**src/rtl/multiciclo_memory_interface_if.sv**
```systemverilog
// Memory bus between the multicycle core's memory stage and an external
// variable-latency memory.
//   master : memory stage side - drives request, write enable, address and write data
//   slave  : memory side       - returns read data and a one-cycle completion strobe
interface multiciclo_memory_interface_if #(
  parameter int unsigned ADDR_WIDTH = 32,
  parameter int unsigned DATA_WIDTH = 32
);
  logic                  mem_req;
  logic                  mem_we;
  logic [ADDR_WIDTH-1:0] mem_addr;
  logic [DATA_WIDTH-1:0] mem_wdata;
  logic [DATA_WIDTH-1:0] mem_rdata;
  logic                  mem_ack;

  modport master (
    output mem_req,
    output mem_we,
    output mem_addr,
    output mem_wdata,
    input  mem_rdata,
    input  mem_ack
  );

  modport slave (
    input  mem_req,
    input  mem_we,
    input  mem_addr,
    input  mem_wdata,
    output mem_rdata,
    output mem_ack
  );
endinterface

```
**src/rtl/multiciclo_memory_interface.sv**
```systemverilog
// Memory stage of the multicycle RISC-V core.
// Converts the control FSM's per-state strobes into one req/ack transaction on the memory bus,
// holds the Instruction Register and Memory Data Register, and stalls the control FSM while
// an access is outstanding.
// Ports:
//   clock, reset_n            core clock, asynchronous active-low reset
//   ReadMemory, WriteMemory   access strobes from the control FSM
//   WriteInstructionRegister  read data goes to IR instead of MDR
//   MemoryAddressOrigin       0: address from pc, 1: from alu_result
//   pc, alu_result            address sources
//   store_data                write data for stores
//   stall                     control FSM must hold its state while high
//   instruction, memory_data  IR and MDR contents
//   bus_error                 sticky: some transaction timed out
//   bus                       memory bus (master side)
module multiciclo_memory_interface #(
  parameter int unsigned ADDR_WIDTH = 32,
  parameter int unsigned DATA_WIDTH = 32,
  parameter int unsigned TIMEOUT    = 255
) (
  input  logic                          clock,
  input  logic                          reset_n,
  input  logic                          ReadMemory,
  input  logic                          WriteMemory,
  input  logic                          WriteInstructionRegister,
  input  logic                          MemoryAddressOrigin,
  input  logic [ADDR_WIDTH-1:0]         pc,
  input  logic [ADDR_WIDTH-1:0]         alu_result,
  input  logic [DATA_WIDTH-1:0]         store_data,
  output logic                          stall,
  output logic [DATA_WIDTH-1:0]         instruction,
  output logic [DATA_WIDTH-1:0]         memory_data,
  output logic                          bus_error,
  multiciclo_memory_interface_if.master bus
);

  // Counter value on the last BUSY edge before the abort is taken, so that exactly
  // TIMEOUT BUSY cycles elapse without an ack.
  localparam logic [7:0] TimeoutLast = 8'(TIMEOUT - 1);

  typedef enum logic [1:0] {
    StIdle,
    StBusy,
    StDone
  } state_e;

  state_e                state_q, state_d;
  logic                  req_q, req_d;
  logic                  we_q, we_d;
  logic [ADDR_WIDTH-1:0] addr_q, addr_d;
  logic [DATA_WIDTH-1:0] wdata_q, wdata_d;
  logic                  ir_sel_q, ir_sel_d;
  logic [DATA_WIDTH-1:0] ir_q, ir_d;
  logic [DATA_WIDTH-1:0] mdr_q, mdr_d;
  logic                  err_q, err_d;
  logic [7:0]            cnt_q, cnt_d;

  logic access_req;
  assign access_req = ReadMemory | WriteMemory;

  always_comb begin
    state_d  = state_q;
    req_d    = req_q;
    we_d     = we_q;
    addr_d   = addr_q;
    wdata_d  = wdata_q;
    ir_sel_d = ir_sel_q;
    ir_d     = ir_q;
    mdr_d    = mdr_q;
    err_d    = err_q;
    cnt_d    = cnt_q;

    unique case (state_q)
      StIdle: begin
        if (access_req) begin
          addr_d   = MemoryAddressOrigin ? alu_result : pc;
          wdata_d  = store_data;
          // A write always wins over a simultaneous read.
          we_d     = WriteMemory;
          ir_sel_d = WriteInstructionRegister & ~WriteMemory;
          cnt_d    = '0;
          req_d    = 1'b1;
          state_d  = StBusy;
        end
      end
      StBusy: begin
        if (bus.mem_ack) begin
          if (!we_q) begin
            if (ir_sel_q) ir_d = bus.mem_rdata;
            else          mdr_d = bus.mem_rdata;
          end
          req_d   = 1'b0;
          we_d    = 1'b0;
          state_d = StDone;
        end else if (cnt_q >= TimeoutLast) begin
          err_d   = 1'b1;
          req_d   = 1'b0;
          we_d    = 1'b0;
          state_d = StDone;
        end else if (cnt_q != 8'hFF) begin
          cnt_d = cnt_q + 8'd1;
        end
      end
      StDone: begin
        // Single release cycle; strobes still high here must not start a new access.
        state_d = StIdle;
      end
      default: state_d = StIdle;
    endcase
  end

  always_ff @(posedge clock or negedge reset_n) begin
    if (!reset_n) begin
      state_q  <= StIdle;
      req_q    <= 1'b0;
      we_q     <= 1'b0;
      addr_q   <= '0;
      wdata_q  <= '0;
      ir_sel_q <= 1'b0;
      ir_q     <= '0;
      mdr_q    <= '0;
      err_q    <= 1'b0;
      cnt_q    <= '0;
    end else begin
      state_q  <= state_d;
      req_q    <= req_d;
      we_q     <= we_d;
      addr_q   <= addr_d;
      wdata_q  <= wdata_d;
      ir_sel_q <= ir_sel_d;
      ir_q     <= ir_d;
      mdr_q    <= mdr_d;
      err_q    <= err_d;
      cnt_q    <= cnt_d;
    end
  end

  // Stall is raised combinationally in IDLE so the control FSM holds on the launch edge.
  always_comb begin
    stall = 1'b0;
    unique case (state_q)
      StIdle:  stall = access_req;
      StBusy:  stall = 1'b1;
      StDone:  stall = 1'b0;
      default: stall = 1'b0;
    endcase
  end

  assign bus.mem_req   = req_q;
  assign bus.mem_we    = we_q;
  assign bus.mem_addr  = addr_q;
  assign bus.mem_wdata = wdata_q;
  assign instruction   = ir_q;
  assign memory_data   = mdr_q;
  assign bus_error     = err_q;

endmodule

```
**src/flat_wrapper.sv**
```systemverilog
// flat-port wrapper written by rule: the top's interface ports become plain ports
module multiciclo_memory_interface_flat 
#(
  parameter int unsigned ADDR_WIDTH = 32,
  parameter int unsigned DATA_WIDTH = 32,
  parameter int unsigned TIMEOUT    = 255
)
  (clock, reset_n, ReadMemory, WriteMemory, WriteInstructionRegister, MemoryAddressOrigin, pc, alu_result, store_data, stall, instruction, memory_data, bus_error, bus_mem_req, bus_mem_we, bus_mem_addr, bus_mem_wdata, bus_mem_rdata, bus_mem_ack);
  multiciclo_memory_interface_if #(.ADDR_WIDTH(ADDR_WIDTH), .DATA_WIDTH(DATA_WIDTH)) bus_i ();
  input  logic clock;
  input  logic reset_n;
  input  logic ReadMemory;
  input  logic WriteMemory;
  input  logic WriteInstructionRegister;
  input  logic MemoryAddressOrigin;
  input  logic [ADDR_WIDTH-1:0] pc;
  input  logic [ADDR_WIDTH-1:0] alu_result;
  input  logic [DATA_WIDTH-1:0] store_data;
  output logic stall;
  output logic [DATA_WIDTH-1:0] instruction;
  output logic [DATA_WIDTH-1:0] memory_data;
  output logic bus_error;
  output wire logic [$bits(bus_i.mem_req)-1:0] bus_mem_req;
  output wire logic [$bits(bus_i.mem_we)-1:0] bus_mem_we;
  output wire logic [$bits(bus_i.mem_addr)-1:0] bus_mem_addr;
  output wire logic [$bits(bus_i.mem_wdata)-1:0] bus_mem_wdata;
  input wire logic [$bits(bus_i.mem_rdata)-1:0] bus_mem_rdata;
  input wire logic [$bits(bus_i.mem_ack)-1:0] bus_mem_ack;
  assign bus_mem_req = bus_i.mem_req;
  assign bus_mem_we = bus_i.mem_we;
  assign bus_mem_addr = bus_i.mem_addr;
  assign bus_mem_wdata = bus_i.mem_wdata;
  assign bus_i.mem_rdata = bus_mem_rdata;
  assign bus_i.mem_ack = bus_mem_ack;
  multiciclo_memory_interface #(.ADDR_WIDTH(ADDR_WIDTH), .DATA_WIDTH(DATA_WIDTH), .TIMEOUT(TIMEOUT)) u_core (.clock(clock), .reset_n(reset_n), .ReadMemory(ReadMemory), .WriteMemory(WriteMemory), .WriteInstructionRegister(WriteInstructionRegister), .MemoryAddressOrigin(MemoryAddressOrigin), .pc(pc), .alu_result(alu_result), .store_data(store_data), .stall(stall), .instruction(instruction), .memory_data(memory_data), .bus_error(bus_error), .bus(bus_i));
endmodule
```
**config.mk**
```make
export PLATFORM = sky130hd
export DESIGN_NAME = multiciclo_memory_interface_flat
export DESIGN_NICKNAME = d
export VERILOG_FILES = /design/src/rtl/multiciclo_memory_interface_if.sv /design/src/rtl/multiciclo_memory_interface.sv /design/src/flat_wrapper.sv
export SDC_FILE = /design/constraint.sdc
export NUM_CORES = 1
export LEC_CHECK = 0
export CORE_MARGIN = 4
export CORE_UTILIZATION = 38
export DETAILED_ROUTE_END_ITERATION = 12
export PLACE_DENSITY_LB_ADDON = 0.05
export SLEW_MARGIN = 20
export SYNTH_ARGS = -nofsm -noshare
export SYNTH_HDL_FRONTEND = slang
export SYNTH_SLANG_ARGS = --single-unit
```
**constraint.sdc**
```tcl
create_clock -name clock -period 1.6 [get_ports clock]
set_input_delay 0.16 -clock clock [delete_from_list [all_inputs] [get_ports clock]]
set_output_delay 0.16 -clock clock [all_outputs]
set_load 0.05 [all_outputs]
```
## Yosys cells after proc, flatten, opt, wreduce, memory -nomap -nowiden

Cells that the tools add are included.

- Bits in writable memories: 0
- Memories kept: 0
- ROM bits: 0
- Output and inout port bits: 132
- Register bits: 142
- Input port bits: 135
- Word-level logic and storage cells: 51
- Latch bits: 0

- Equality and inequality tests: 7
- Muxes and demuxes: 17
- Shift-type cells: 0
- Reduce and logical (&&, ||, !) cells: 9
- Magnitude comparators: 1
- Div/mod/pow operators: 0
- Multipliers: 0
- $add $sub $neg: 1
- Bitwise gates (word level): 6

Operators with widths:

| kind | number |
|---|---|
| two-way mux 32 bit | 1 |
| two-way mux 8 bit | 4 |
| case mux 8 bit (2 select lines) | 1 |
| adder 8 x 1 -> 8 bit (second input constant) | 1 |
| greater-or-equal comparator 8 bit (second input constant) | 1 |
| inequality test 8 bit (second input constant) | 1 |
| AND reduction 4 bit | 2 |
| two-way mux 2 bit | 3 |
| case mux 1 bit (2 select lines) | 3 |
| AND reduction 3 bit | 2 |
| AND reduction 5 bit | 1 |
| two-way mux 1 bit | 4 |
| inequality test 2 x 1 -> 1 bit (second input constant) | 2 |
| inequality test 2 bit (second input constant) | 2 |
| inverter 1 bit | 4 |
| case mux 2 bit (2 select lines) | 1 |
| AND reduction 2 bit | 2 |
| inequality test 3 x 2 -> 1 bit (second input constant) | 1 |
| == test 2 x 1 -> 1 bit (second input constant) | 1 |
| logical NOT 2 bit | 1 |
| nonzero test 2 bit | 1 |
| bitwise AND 1 bit | 1 |
| OR 1 bit | 1 |

## Depth between registers and ports, before layout

- Depth in word-level cells: 5
- Mapped depth: 6
- Depth with buffers taken out: 5

## Worst setup path before layout

OpenSTA, ideal clock, no wires.

- Path kind: register to register
- Start point: register u_core.we_q (netlist: u_core.bus.mem_we)
- End point: register u_core.mdr_q[10] (netlist: u_core.memory_data[10])
- Data required time: 1.475 ns
- Period minus slack after synthesis: 1.615 ns
- Arrival: 1.489 ns
- Cell stages (with the launch flop): 5
- Setup time: 0.125 ns
- Setup slack: -0.015 ns
- Path buffers: 2
- Cell sequence: dfrtp_1 -> and4bb_1 -> buf_6 -> buf_12 -> mux2_4

- Cells in the longest elaborated chain, start to end: 2

RTL lines:

| element | line | RTL |
|---|---|---|
| from (decl) | multiciclo_memory_interface.sv:49 | `logic we_q, we_d;` |
| from (signal assigned) | multiciclo_memory_interface.sv:127 | `we_q <= we_d;` |
| inverter 1 bit (no source line) | n/a |  |
| AND reduction 4 bit (no source line) | n/a |  |
| to (signal assigned) | multiciclo_memory_interface.sv:132 | `mdr_q <= mdr_d;` |
| to (decl) | multiciclo_memory_interface.sv:54 | `logic [DATA_WIDTH-1:0] mdr_q, mdr_d;` |

No other way between the ends.
A chain may end at the register's enable or synchronous reset.

## Worst setup path after layout

- Start point: register u_core.state_q[1]
- End point: register u_core.mdr_q[31] (netlist: u_core.memory_data[31])

- Cells in the longest elaborated chain, start to end: 2

RTL lines:

| element | line | RTL |
|---|---|---|
| from (decl) | multiciclo_memory_interface.sv:47 | `state_e state_q, state_d;` |
| from (signal assigned) | multiciclo_memory_interface.sv:114 | `state_q <= StIdle;` |
| from (signal assigned) | multiciclo_memory_interface.sv:125 | `state_q <= state_d;` |
| == test 2 x 1 -> 1 bit | multiciclo_memory_interface.sv:73 | `unique case (state_q)` |
| AND reduction 4 bit (no source line) | n/a |  |

No other way between the ends.

==> key figures <==
Synth
  • Ys Warns: 0
  • Synthesized-area fraction occupied by adder cells: 0.412%
  • Largest family of logic cells by synthesized area: multiplexers
  • Register area share after synthesis: roughly three fifths
  • Compound-Gate Fraction of Synth Area: 7.89%
  • Register bit total from synthesis: 142
  • Mapped Cells: 428
  • Syn_area_per_cell: 14.2 um2
  • Post-synthesis mux area share: 25.6%
  • Post-synthesis async set-or-reset flop share: 100%
  • Mapped Area: 0.00608 mm2
  • Top FF cell, synth: dfrtp_1
  • Number of enable flip-flop cells after synthesis: 0
  • Synth unique cells: 47
  • XOR/XNOR share of the synthesized area: 0%
  • Simple-gate portion of the synthesized area: 3.67%
  • Net Count, Synth: about 570

Finish
  • Layout cell share with drive strength beyond 1: between 40% and 50%
  • Syn-to-layout area delta: 54.8%
  • Nets@finish: 850
  • Inserted Diodes: 0
  • Final core utilization: approximately 61%
  • Fill count: 1263

Setup path
  • Max stage delay cell, worst path: dfrtp_1
  • Peak fanout along the critical path: 21
  • WS Path Type: flop to flop
  • Cell Chain, Critical Path: nor2b_4, and4bb_2, buf_12, mux2_2
  • Critical path's largest stage delay: 0.43 ns
  • Critical Path AT: around 1.8 ns
  • Startpoint types: flop
  • Worst Path Required: 1.89 ns
  • Crit end category: flop

STA
  • Hold Fails Final Rpt: 0
  • RSZ-0062 raised after global routing: no
  • Final worst setup slack: 0.0628 ns
  • Final setup vio count: 0
  • Relative max-transition margin: slightly below 80%
  • Worst-margin pin slew: 0.343 ns
  • Final Skew: approximately 0.0080 ns
  • Fmax: 0.651 GHz
  • Final Cycle Share: 96.1%
  • Slew Viols, Final: 0
  • Final Critical Period: between 1.5 and 2 ns

Placement
  • Dpl ws: -0.119 ns
  • Detail Placement HPWL: about 12000 um
  • GP Congestion: slightly below 0.8
  • Buffers on Ports: between 200 and 300

Drt
  • Drt total wl: 15700 um
  • Via Count: 4481
  • Routed len/inst: 16.7 um
  • 1st-pass router iterations: 4
  • Via-per-instance ratio: 4.79
  • Antenna Nets Post-Route: 0
  • DR iter-0 viols: 130
  • DRC: 0

Global route
  • First-pass GRT wire length: 24500 um
  • Aggregate global-route resource usage: 17.2%
  • Total global routing overflow: 0
  • Initial antenna violation count: 0
  • Vias in the first global route: 4755
  • Pin count of the biggest net entering global routing: 57

Power
  • Clock power frac: 17.2%
  • PwrDens: 2470 mW/mm2
  • Sequential power share: a little over a quarter
  • Pleak: 4.32 nW
  • Net Sw Frac: ~46%
  • Logic pwr share: 55.7%
  • Switching power total: 10.8 mW
  • Total power: 23.3 mW
  • VDD IR max: about 0.0014 V
  • Internal power: 12.5 mW

Clock network
  • Buffer depth of the longest clock path: 2
  • CTS buffer count: 17
  • TritonCTS clock tree: built
  • Clock sink count: approximately 140
  • Worst-Skew Late Latency: 0.41 ns
  • Root Driver: clkbuf_16
  • H-Tree Depth: 4
  • Clock slew at reported path FFs: 0.06 ns

Floorplanning
  • Core Region: about 0.015 mm2
  • Initial Util: between 30% and 40%
  • Die Ht: 134 um
  • Num rows: 45
  • Die ar.: between 0.015 and 0.02 mm2
  • Io pins: about 270
  • Width of the die: 134 um

Job
  • Maxcap violations: 0

Run status
  • Outcome: finished, final reports clean

Worst hold path
  • HP Class: input pin to asynchronous set/reset pin
synthesized netlist by cell type, types with 2 or more instances:
library cell | n | share of area (%)
a211oi_1 | 2 | 0.25
a31oi_1 | 2 | 0.21
and3_1 | 2 | 0.21
buf_12 | 3 | 0.99
buf_2 | 4 | 0.33
buf_4 | 3 | 0.37
buf_6 | 6 | 1.1
clkbuf_1 | 10 | 0.62
clkbuf_2 | 3 | 0.25
dfrtp_1 | 142 | 58
ha_1 | 2 | 0.41
inv_1 | 5 | 0.31
mux2_1 | 5 | 0.93
mux2_2 | 61 | 11
mux2_4 | 30 | 7.4
mux2i_1 | 36 | 5.9
nand2_1 | 4 | 0.25
nand3_1 | 4 | 0.33
nor2_1 | 4 | 0.25
nor3_1 | 2 | 0.16
o21ai_0 | 64 | 5.3
o21ai_1 | 8 | 0.66
o221ai_1 | 2 | 0.29
repair_timing:
action	4_1_cts	5_1_grt
hold buffers	1	0
pin swaps	0	1
buffers inserted	0	0
hold endpoints to repair	142	0
setup endpoints to repair	1	3
resized for setup	2	3
area by class of cell:
cell class / instances / area (um2) / area share [%]
clock inverters: 10 / 136 / 1.45
repair buffers: 295 / 2650 / 28.2
inverters: 5 / 18.8 / 0.200
well taps: 211 / 264 / 2.81
clock buffers: 21 / 470 / 5.00
flip-flops and latches: 142 / 3550 / 37.8
multi-input cells: 252 / 2310 / 24.5
power groups by stage:
stage	logic (mW)	registers, mW	clock network (mW)
2_1_floorplan	3.01	12.1	0
3_3_place_gp	12.9	6.30	0
3_5_place_dp	13.1	6.35	0
4_1_cts	13.1	6.32	4.12
5_1_grt	13.5	6.52	4.27
6_report	13.0	6.30	4.01
worst max-delay path, delay by kind of cell, from the launching register on:
| kind | cells | cell delay [ns] |
|---|---|---|
| buf+inv | 1 | 0.21 |
| flops | 1 | 0.43 |
| mux | 1 | 0.35 |
| simple gates | 2 | 0.42 |
logic make-up (layout without fill, tap and decap cells):
kind of cell / count (synthesis) / count (layout)
adders and majority gates: 2 / 2
and+or+nand+nor: 31 / 31
DFF: 142 / 142
buffers and inverters: 34 / 331
AOI/OAI and AO/OA: 87 / 87
muxes: 132 / 132
metal layers:
layer  wire (um)  track usage [%]  up-vias  part of all wire, %
met5           0                0        -                    0
met4         161             5.20        0                  1.0
met3        1470             7.35       16                  9.4
met2        7750             29.3      169                   49
met1        6270             19.8     2180                   40
li1            -                -     2116                    -
cell usage in the layout, fill, tap and decap left out, drive strengths merged, types with 2 or more instances in the layout:
cell and n:
mux2 96, clkbuf 21, and3 2, a211oi 2
nor3 2, ha 2, buf 162, nor2 5
o21ai 72, bufinv 3, dfrtp 142, inv 6
clkdlybuf4s50 132, clkinv 3, nand2 4, o221ai 2
clkinvlp 3, or2 2, and4bb 2, mux2i 36
a31oi 2, nand3 4
worst paths after layout:
kind	slack, ns	start	cells past startpoint	end
worst max-delay path	0.06	u_core.state_q[1]	4	u_core.memory_data[31]
worst min-delay path	0.17	reset_n	2	u_core.bus.mem_wdata[28]
worst max register to register	0.06	u_core.state_q[1]	4	u_core.memory_data[31]
worst min register to register	0.46	u_core.bus_error	1	u_core.bus_error
max in group asynchronous	0.81	reset_n	3	u_core.bus.mem_we
min in group clock	0.32	MemoryAddressOrigin	4	u_core.bus.mem_addr[15]
flip-flops by register name, summed over array words and instances, names as in the netlist:
name and cells:
u_core.memory_data 32, u_core.bus.mem_wdata 32, u_core.bus.mem_addr 32, u_core.bus.mem_we 1, u_core.bus.mem_req 1, u_core.state_q 2, u_core.bus_error 1, u_core.instruction 32
u_core.ir_sel_q 1, u_core.cnt_q 8
per-stage QoR:
| stage | cells | hold WS (ns) | instance area, um2 | setup TNS (ns) |
|---|---|---|---|---|
| final | 936 | 0.166 | 9400 | 0 |
| after floorplan | 428 | -0.136 | 6080 | 0 |
| after global routing | 936 | 0.182 | 9400 | 0 |
| after detailed placement | 904 | 0.0283 | 8760 | -3.84 |
| after global placement | 904 | 0.0267 | 8760 | -1.30 |
| after CTS | 936 | 0.152 | 9390 | 0 |
(Power assumes the default switching activity.)
